$ cat src/rtl/cache_ctrl.sv
// Write-through, write-allocate cache controller sequencing CPU requests between a
// single-cycle cache lookup and a handshaked main memory, with hit/miss statistics.
module cache_ctrl #(
   parameter int CNT_W = 16
) (
   input  logic             clk,
   input  logic             rst,
   input  logic             cpu_req,
   input  logic             cpu_we,
   input  logic [31:0]      cpu_addr,
   input  logic [31:0]      cpu_wdata,
   output logic [31:0]      cpu_rdata,
   output logic             cpu_ready,
   output logic             busy,
   output logic [31:0]      cache_addr,
   output logic [31:0]      cache_wdata,
   output logic             cache_write,
   input  logic [31:0]      cache_rdata,
   input  logic             cache_hit,
   output logic             mem_req,
   output logic             mem_we,
   output logic [31:0]      mem_addr,
   output logic [31:0]      mem_wdata,
   input  logic [31:0]      mem_rdata,
   input  logic             mem_ack,
   input  logic             stats_clr,
   output logic [CNT_W-1:0] hit_count,
   output logic [CNT_W-1:0] miss_count
);

   localparam logic [2:0] IDLE   = 3'd0;
   localparam logic [2:0] LOOKUP = 3'd1;
   localparam logic [2:0] MEM_RD = 3'd2;
   localparam logic [2:0] FILL   = 3'd3;
   localparam logic [2:0] CWR    = 3'd4;
   localparam logic [2:0] MEM_WR = 3'd5;
   localparam logic [2:0] RESP   = 3'd6;

   logic [2:0]  state_reg;
   logic [2:0]  state_next;
   logic        we_reg;
   logic [31:0] addr_reg;
   logic [31:0] wdata_reg;
   logic [31:0] mdata_reg;
   logic [31:0] rdata_reg;
   logic        in_lookup;
   logic [1:0]  cnt_inc;

   always_comb begin
      state_next = state_reg;
      case (state_reg)
         IDLE:    if (cpu_req) state_next = LOOKUP;
         LOOKUP: begin
            if (we_reg)         state_next = CWR;
            else if (cache_hit) state_next = RESP;
            else                state_next = MEM_RD;
         end
         MEM_RD:  if (mem_ack) state_next = FILL;
         FILL:    state_next = RESP;
         CWR:     state_next = MEM_WR;
         MEM_WR:  if (mem_ack) state_next = RESP;
         RESP:    state_next = IDLE;
         default: state_next = IDLE;
      endcase
   end

   always_ff @(posedge clk or negedge rst) begin
      if (!rst) begin
         state_reg <= IDLE;
         we_reg    <= 1'b0;
         addr_reg  <= '0;
         wdata_reg <= '0;
         mdata_reg <= '0;
         rdata_reg <= '0;
      end else begin
         state_reg <= state_next;
         if (state_reg == IDLE && cpu_req) begin
            we_reg    <= cpu_we;
            addr_reg  <= cpu_addr;
            wdata_reg <= cpu_wdata;
         end
         if (state_reg == MEM_RD && mem_ack)
            mdata_reg <= mem_rdata;
         // Response data only moves on reads, so a write leaves the last read visible.
         if (state_reg == LOOKUP && !we_reg && cache_hit)
            rdata_reg <= cache_rdata;
         if (state_reg == FILL)
            rdata_reg <= mdata_reg;
      end
   end

   assign in_lookup  = (state_reg == LOOKUP);
   assign cnt_inc[0] = in_lookup & cache_hit;
   assign cnt_inc[1] = in_lookup & ~cache_hit;

   // Index 0 counts hits, index 1 counts misses; both saturate and clear wins.
   genvar gi;
   generate
      for (gi = 0; gi < 2; gi++) begin : g_cnt
         logic [CNT_W-1:0] cnt_reg;
         always_ff @(posedge clk or negedge rst) begin
            if (!rst)
               cnt_reg <= '0;
            else if (stats_clr)
               cnt_reg <= '0;
            else if (cnt_inc[gi] && cnt_reg != {CNT_W{1'b1}})
               cnt_reg <= cnt_reg + CNT_W'(1);
         end
      end
   endgenerate

   assign hit_count   = g_cnt[0].cnt_reg;
   assign miss_count  = g_cnt[1].cnt_reg;

   assign busy        = (state_reg != IDLE);
   assign cpu_ready   = (state_reg == RESP);
   assign cpu_rdata   = rdata_reg;
   assign cache_addr  = addr_reg;
   assign cache_write = (state_reg == FILL) || (state_reg == CWR);
   assign cache_wdata = (state_reg == FILL) ? mdata_reg : wdata_reg;
   assign mem_req     = (state_reg == MEM_RD) || (state_reg == MEM_WR);
   assign mem_we      = (state_reg == MEM_WR);
   assign mem_addr    = addr_reg;
   assign mem_wdata   = wdata_reg;

endmodule
$ cat config.mk
export PLATFORM = sky130hd
export DESIGN_NAME = cache_ctrl
export DESIGN_NICKNAME = d
export VERILOG_FILES = /design/src/rtl/cache_ctrl.sv
export SDC_FILE = /design/constraint.sdc
export NUM_CORES = 1
export LEC_CHECK = 0
export BUFFER_PORTS_ARGS = -buffer_cell sky130_fd_sc_hd__buf_2
export CAP_MARGIN = 20
export CORE_MARGIN = 2
export CORE_UTILIZATION = 48
export DETAILED_ROUTE_END_ITERATION = 7
export GPL_ROUTABILITY_DRIVEN = 0
export PLACE_DENSITY_LB_ADDON = 0.3
export SETUP_SLACK_MARGIN = 0.05
export SLEW_MARGIN = 20
export SYNTH_ARGS = -nofsm -noshare
export SYNTH_HDL_FRONTEND = slang
export SYNTH_SLANG_ARGS = --single-unit
$ cat constraint.sdc
create_clock -name clk -period 2.7 [get_ports clk]
set_input_delay 0.135 -clock clk [delete_from_list [all_inputs] [get_ports clk]]
set_output_delay 0.135 -clock clk [all_outputs]
set_load 0.01 [all_outputs]
==> run summary, run 1 <==
Synth Area in Simple Gates: 16.4%
largest net degree at the start of global routing: 78
Final Max Slew Viols: 0
Synth Flop Type: dfrtp_1
unrepaired setup endpoints after global routing: false
cts bufs inserted: 17
Netlist cell types: 37
Area Growth Syn to Fin: 48.4%
routed vias: 7366
Gate Count Post-Synth: 712
final wirelength: 25200 microns
Post-Synthesis Net Count: 849
final setup fails: 0
vias per cell: 5.42
sequential area share after synthesis: 54.6%
die area: 16700 sq um
Die Span Y: 129 microns
clk slew on worst S/H paths: 0.06 ns
fin worst setup slack: 0.351 ns
register bit total from synthesis: 164
vias in the first global route: 7400
Avg WL per Cell: 18.6 microns
maximum VDD drop: 764 uV
H-Tree Depth: 4
Port-buffer cells: 331
share of cells above drive strength 1: 42.8%
total clock sinks: 164
Min Clock Period, post-route: 2.35 ns
largest family of logic cells by synthesized area: simple AND/OR/NAND/NOR gates
clock buffer depth: 2
Req. time, crit path: 3.04 ns
CTS tree: done
design area: 11200 sq um
share of flip-flops with an asynchronous set or reset: 100%
first-pass GRT wire length: 39300 microns
XOR/XNOR Fraction of Synth Area: 0%
status: finished, final reports clean
total global routing track utilization: 30.5%
DRC viols: 0
Slew headroom: 49.9%
worst slack, placed: 0.385 ns
synth top area cells: dfrtp_1, mux2_2, nand2_1
Worst Hold Class: input port to flop
fillers: 1007
share of Yosys cell area claimed by the top area cell type: 54.6%
Starting Density: 49.3%
synth warn: 0
core region area: 15300 sq um
clock skew: 0.0137 ns
Pwr Density: 1040 nW/um^2
Final nets: 1270
initial drt markers: 486
number of antenna violations at the first check in global routing: 2
maxcap violations: 0
multiplexer share of the synthesized area: 15.0%
DR pass1 iterations: 5
Post-DRT Antenna Nets: 0
hpwl dp: 15300 microns
CP arrival: 2.69 ns
crit path capture type: flop
Max FO, Critical Path: 10
# rows: 45
Worst Max-Slew Pin Slew: 0.751 ns
Root Buffer: clkbuf_16
Synth Area per Inst: 10.6 sq um
Top Ports: 332
clk_lat worst skew: 0.43 ns
startpoint type of the worst setup path: flop
crit share post-route: 87.0%
Hold Vio Cnt, Final: 0
EDFF count, synth: 0
post-cts sizing count: 0
Pleak: 5.37 nW
Adder-Cell Fraction of Synth Area: 0.333%
Yosys top cell by area: dfrtp_1
TNS Setup: 0 ns
cell area after synthesis: 7520 sq um
complex-gate fraction of the synthesized area: 7.89%
final hold slack: 0.0714 ns
FMAX: 0.426 GHz
Area after DPL: 9230 sq um
Setup Crit Path Kind: flop to flop
die width: 129 microns
total gr overflow: 0
-- final timing paths --
kind | slack (ns) | cells after the start | startpoint | endpoint
setup / recovery | 0.35 | 4 | state_reg[0] | miss_count[9]
hold / removal | 0.07 | 3 | cache_hit | state_reg[2]
setup reg to reg | 0.35 | 4 | state_reg[0] | miss_count[9]
hold reg to reg | 0.51 | 1 | mdata_reg[22] | mdata_reg[22]
max in group asynchronous | 1.62 | 3 | rst | cpu_rdata[18]
min in group asynchronous | 0.33 | 2 | rst | hit_count[13]
-- area by class of cell --
| cell class | instances | area (sq um) | area share [%] |
|---|---|---|---|
| multi-input cells | 464 | 3000 | 26.9 |
| repair buffers | 479 | 3140 | 28.1 |
| flip-flops and latches | 164 | 4100 | 36.8 |
| diodes | 2 | 5.00 | 0.0449 |
| clock inverters | 10 | 148 | 1.32 |
| inverters | 7 | 26.3 | 0.236 |
| clock buffers | 21 | 470 | 4.22 |
| well taps | 211 | 264 | 2.37 |
-- per-stage QoR --
step                utilization, %  power, mW  instances
finish                        73.1       11.7       1358
floorplan                        -       7.00        712
detailed placement            60.5       8.75       1195
global route                  73.1       12.3       1357
global placement              60.5       8.64       1195
CTS                           73.1       11.5       1356
-- critical path, stage by stage, from the launching register on --
cell and delay (ns):
dfrtp_1 0.49, or4b_1 0.48, or4_1 0.64, or4_1 0.51, a21oi_1 0.15
-- cell usage after synthesis, types with 3 or more instances --
| cell | count |
|---|---|
| nand4_1 | 8 |
| a31oi_1 | 32 |
| nand3_1 | 12 |
| o31ai_1 | 18 |
| or3_1 | 9 |
| mux2_2 | 100 |
| a21oi_1 | 28 |
| and4_1 | 3 |
| clkbuf_1 | 42 |
| inv_1 | 7 |
| buf_4 | 33 |
| o21ai_0 | 10 |
| dfrtp_1 | 164 |
| nand2_1 | 144 |
| or4_1 | 18 |
| and3_1 | 5 |
| nor4_1 | 6 |
| nor2_1 | 40 |
| nor2b_1 | 3 |
| nor3_1 | 5 |
-- layer usage --
metal	up-vias	global-route usage, %	part of all wire (%)	routed length [microns]
li1	3328	-	-	-
met3	66	6.52	6.5	1640
met2	385	53.2	52	13100
met1	3587	36.8	38	9550
met5	-	0	0	0
met4	0	12.3	3.6	896
-- cells in the final DEF (no fill, tap or decap), types with 3 or more instances in the layout --
master / synthesis / layout
a21oi_1: 28 / 28
a31oi_1: 32 / 32
and3_1: 5 / 3
and4_1: 3 / 3
buf_12: 0 / 3
buf_2: 1 / 330
buf_4: 33 / 15
bufinv_16: 0 / 3
clkbuf_16: 0 / 17
clkbuf_8: 0 / 3
dfrtp_1: 164 / 164
dlygate4sd3_1: 0 / 130
inv_1: 7 / 7
mux2_2: 100 / 100
nand2_1: 144 / 144
nand3_1: 12 / 12
nand4_1: 8 / 8
nor2_1: 40 / 40
nor2b_1: 3 / 3
nor3_1: 5 / 5
nor4_1: 6 / 4
o21ai_0: 10 / 10
o31ai_1: 18 / 18
or3_1: 9 / 9
or4_1: 18 / 18
-- kinds of logic after synthesis --
| family | Yosys count |
|---|---|
| buffers and inverters | 84 |
| multiplexers | 100 |
| AO/OA/AOI/OAI | 97 |
| flip-flops | 164 |
| AND/OR/NAND/NOR | 265 |
| adder cells (fa/ha/maj) | 2 |
-- where the power goes --
group	leakage (nW)	switching, mW	internal [mW]
clock network	0.298	1.01	1.54
logic	3.09	2.66	2.25
registers	1.98	0.734	3.47
total	5.37	4.40	7.25
-- what timing repair did --
item | in CTS | in global routing
endpoints found under the hold margin | 204 | 0
buffers inserted | 0 | 0
hold buffers | 130 | 0
(Power assumes the default switching activity.)
==> run 2: changes to the inputs <==
==> constraint.sdc (replaced) <==
create_clock -name clk -period 2.7 [get_ports clk]
set_input_delay 0.27 -clock clk [delete_from_list [all_inputs] [get_ports clk]]
set_output_delay 0.27 -clock clk [all_outputs]
set_load 0.01 [all_outputs]
==> run 2 against run 1 <==
Count of clock-buffer cells in the layout fell by 2. Cell count shrank 9.5%. Non-clock buffer count fell by 129. Power decreased by 5.4%. Largest power group unchanged. Wire length fell by 17%. Critical endpoint unchanged. Clock power shrank 7.8%. Via count fell by 12%. Worst setup slack improved by 0.021 ns. Design area down 12%.
==> run summary, run 2 (synthesized netlist as in run 1, its figures left out) <==
Final Max Slew Viols: 0
largest net degree at the start of global routing: 74
cts bufs inserted: 17
total global routing track utilization: 25.3%
clk_lat worst skew: 0.42 ns
share of cells above drive strength 1: 48.3%
# rows: 45
initial drt markers: 468
reg-to-reg endpoint: miss_count[9]
R2R setup slack: 0.37 ns
Design Power: 11.0 mW
maxcap violations: 0
crit path from: state_reg[0]
final hold slack: 0.0708 ns
Area Growth Syn to Fin: 30.3%
critical-path cell list: or4b_1 -> or4_1 -> or4_1 -> a21oi_1
maximum VDD drop: 767 uV
number of antenna violations at the first check in global routing: 1
final setup fails: 0
Setup Buffers After CTS: 0
met3 Use GR: 8.13%
crit share post-route: 86.2%
hpwl dp: 15500 microns
met2 usage: 40.5%
H-Tree Depth: 4
Top Ports: 332
Worst Hold Class: input port to flop
startpoint type of the worst setup path: flop
Hold Vio Cnt, Final: 0
M1 GR Usage: 32.2%
fillers: 1285
Avg WL per Cell: 17.0 microns
die width: 129 microns
DR pass1 iterations: 7
Min Clock Period, post-route: 2.33 ns
delay of the slowest critical-path stage: 0.64 ns
DRC viols: 0
status: finished, final reports clean
Crit path depth: 4
slowest cell on the critical path: or4_1
vias in the first global route: 6140
TNS Setup: 0 ns
Final nets: 1141
Port-buffer cells: 331
Area after DPL: 9220 sq um
Max FO, Critical Path: 10
core region area: 15300 sq um
final cell count without fillers: 1229
Die Span Y: 129 microns
total clock sinks: 164
final wirelength: 20900 microns
CTS tree: done
RR Startpoint: state_reg[0]
clock buffer depth: 2
worst slack, placed: 0.393 ns
Top Family by Delay on Critical Path: simple AND/OR/NAND/NOR gates
Pleak: 4.79 nW
Root Buffer: clkbuf_16
fin util: 64.2%
Setup Crit Path Kind: flop to flop
clk slew on worst S/H paths: 0.07 ns
Starting Density: 49.3%
R2R depth: 4
unrepaired setup endpoints after global routing: false
CP bufs+invs: 0
design area: 9800 sq um
crit path capture: miss_count[9]
Post-DRT Antenna Nets: 0
commonest cells after routing, fill and taps aside: buf_2, dfrtp_1, nand2_1, mux2_2, nor2_1
Worst path most repeated cell: or4_1
global route hottest layer: met2
Req. time, crit path: 3.03 ns
first-pass GRT wire length: 32600 microns
Pwr Density: 1130 nW/um^2
total gr overflow: 0
CP arrival: 2.66 ns
Worst Max-Slew Pin Slew: 0.628 ns
Slew headroom: 58.1%
crit path capture type: flop
die area: 16700 sq um
FMAX: 0.430 GHz
routed vias: 6462
fin worst setup slack: 0.372 ns
commonest non-fill, non-tap cell in the layout: buf_2
Inst Count DP: 1195
clock skew: 0.0106 ns
vias per cell: 5.26
-- run 2: layout make-up --
type                            instances  area (sq um)  area share, %
Antenna cell                            1          2.50         0.0255
Clock buffer                           19           443           4.52
Clock inverter                         13           125           1.28
Inverter                                7          26.3          0.268
Multi-Input combinational cell        464          3000           30.6
Sequential cell                       164          4100           41.9
Tap cell                              211           264           2.69
Timing Repair Buffer                  350          1830           18.7
-- run 2: worst min path at each step --
stage | from | to | cells after the start
6_report | cpu_addr[15] | cache_addr[15] | 2
4_1_cts | cpu_addr[15] | cache_addr[15] | 2
3_3_place_gp | rst | hit_count[11] | 1
2_1_floorplan | rst | cache_addr[0] | 0
5_1_grt | mem_rdata[13] | mdata_reg[13] | 2
3_5_place_dp | rst | hit_count[13] | 1
-- run 2: power by group --
group / total (mW) / leakage (nW) / internal, mW / switching (mW)
Sequential: 4.14 / 1.98 / 3.47 / 0.678
Combinational: 4.54 / 2.55 / 2.12 / 2.41
Clock: 2.35 / 0.268 / 1.31 / 1.04
Total: 11.0 / 4.79 / 6.90 / 4.13
-- run 2: what timing repair did --
action                                 in CTS  in global routing
endpoints found under the hold margin      44                  0
hold buffers                                1                  0
gates resized for setup                     0                  0
-- run 2: layer usage --
| metal | wire length [microns] | up-vias | share of wire (%) |
|---|---|---|---|
| met5 | 13 | - | 0.062 |
| li1 | - | 3073 | - |
| met3 | 1400 | 43 | 6.7 |
| met1 | 8470 | 3113 | 40 |
| met4 | 673 | 2 | 3.2 |
| met2 | 10400 | 231 | 50 |
==> run 3: changes to the inputs <==
CORE_MARGIN = 5   (was 2)
MAX_ROUTING_LAYER = met4   (was not set)
==> run 3 against run 2 <==
Utilization is 0.057 points higher. First-iteration DRC count is 11% lower. Design area hardly changed. Die area increased by 9.5%. Cell count is essentially flat. Sequential power barely moved. Flip-flop and latch count unchanged. Wire length is 3.1% higher. Clock skew grew 0.0064 ns. Via count shrank 0.73%. Sequential share of layout area is essentially flat.
==> run summary, run 3 (synthesized netlist as in run 1, its figures left out) <==
status: finished, final reports clean
total gr overflow: 0
Worst Hold Depth: 2
final setup fails: 0
RR Startpoint: state_reg[0]
Pwr Density: 1130 nW/um^2
Max FO, Critical Path: 10
Top Ports: 332
CP arrival: 2.67 ns
multi-input logic area: 3000 sq um
vias in the first global route: 6583
routed vias: 6415
DR pass1 iterations: 5
Req. time, crit path: 3.03 ns
Hold EP: cache_addr[28]
crit share post-route: 86.7%
number of antenna violations at the first check in global routing: 1
Slew headroom: 57.9%
clk slew on worst S/H paths: 0.07 ns
Area after DPL: 9230 sq um
Root Buffer: clkbuf_16
die area: 18300 sq um
Avg WL per Cell: 17.6 microns
Setup Crit Path Kind: flop to flop
initial drt markers: 417
FMAX: 0.427 GHz
post-cts sizing count: 0
crit path capture type: flop
Hold Vio Cnt, Final: 0
# rows: 45
die width: 135 microns
total global routing track utilization: 24.4%
maximum VDD drop: 694 uV
Design Power: 11.1 mW
vias per cell: 5.22
H-Tree Depth: 4
Area Growth Syn to Fin: 30.4%
Final nets: 1141
hpwl dp: 16200 microns
core region area: 15300 sq um
worst min-delay path startpoint: cpu_addr[28]
unrepaired setup endpoints after global routing: false
clock skew: 0.0170 ns
design area: 9810 sq um
Die Span Y: 135 microns
R2R depth: 4
maxcap violations: 0
largest net degree at the start of global routing: 65
reg-to-reg endpoint: miss_count[11]
Worst Hold Class: input port to flop
Worst Max-Slew Pin Slew: 0.632 ns
startpoint type of the worst setup path: flop
commonest non-fill, non-tap cell in the layout: buf_2
commonest cells after routing, fill and taps aside: buf_2, dfrtp_1, nand2_1, mux2_2, nor2_1
Min Clock Period, post-route: 2.34 ns
Setup Buffers After CTS: 0
R2R setup slack: 0.36 ns
share of cells above drive strength 1: 48.1%
Reg area: 4100 sq um
Pleak: 4.80 nW
cts bufs inserted: 17
first-pass GRT wire length: 34300 microns
Post-DRT Antenna Nets: 0
clock buffer depth: 2
Final Max Slew Viols: 0
Starting Density: 49.3%
TNS Setup: 0 ns
total clock sinks: 164
CTS tree: done
DRC viols: 0
Port-buffer cells: 331
fillers: 1277
final wirelength: 21600 microns
clk_lat worst skew: 0.42 ns
## run 3: cell count changes in the layout (fill, tap and decap cells not counted)
cell / previous run / this run
clkinv_2: 2 / 3
clkinv_4: 2 / 1
inv_6: 3 / 2
clkbuf_8: 1 / 0
bufinv_16: 1 / 2
clkbuf_1: 1 / 2
buf_12: 2 / 3
buf_4: 16 / 15
inv_8: 1 / 0
## run 3: worst max path at each step
stage	slack, ns	endpoint	depth (start not counted)	start
floorplan	0.48	miss_count[9]	6	state_reg[0]
global placement	0.43	miss_count[9]	4	state_reg[0]
detailed placement	0.37	miss_count[11]	4	state_reg[0]
CTS	0.36	miss_count[11]	4	state_reg[0]
global route	0.18	miss_count[9]	4	state_reg[0]
finish	0.36	miss_count[11]	4	state_reg[0]
## run 3: critical path, cell delays in order (launching register included)
cell	delay (ns)
dfrtp_1	0.49
or4b_1	0.48
or4_1	0.64
or4_1	0.51
a21oi_1	0.15
## run 3: stage by stage
| step | worst slack, ns | hold WS, ns | util [%] | std cells |
|---|---|---|---|---|
| 2_1_floorplan | 0.480 | -0.0256 | - | 712 |
| 3_3_place_gp | 0.430 | 0.236 | 60.5 | 1195 |
| 3_5_place_dp | 0.366 | 0.230 | 60.5 | 1195 |
| 4_1_cts | 0.357 | 0.0586 | 64.3 | 1227 |
| 5_1_grt | 0.178 | 0.0632 | 64.3 | 1228 |
| 6_report | 0.360 | 0.0761 | 64.3 | 1228 |
## run 3: per-layer routing
metal	global-route usage (%)	wire [microns]	vias to the layer above
met5	-	0	-
met4	6.66	367	0
met3	6.61	1490	23
met2	41.9	11300	214
met1	28.4	8390	3127
li1	-	-	3051
## run 3: cell type report
cell class / count / share of cell area, %
clock buffer: 19 / 4.41
multi-input combinational: 464 / 30.6
timing repair buffer: 350 / 18.8
inverter: 7 / 0.268
antenna: 1 / 0.0255
tap: 211 / 2.69
sequential: 164 / 41.8
clock inverter: 12 / 1.34
## run 3: where the power goes
group / switching (mW) / leakage, nW / total, mW / internal (mW)
Clock: 0.993 / 0.266 / 2.35 / 1.36
Sequential: 0.643 / 1.98 / 4.11 / 3.47
Combinational: 2.47 / 2.55 / 4.60 / 2.13
Total: 4.10 / 4.80 / 11.1 / 6.96
## run 3: timing repair
action / CTS / global route
hold endpoints to repair: 44 / 0
hold buffers: 1 / 0
setup endpoints to repair: 0 / 0
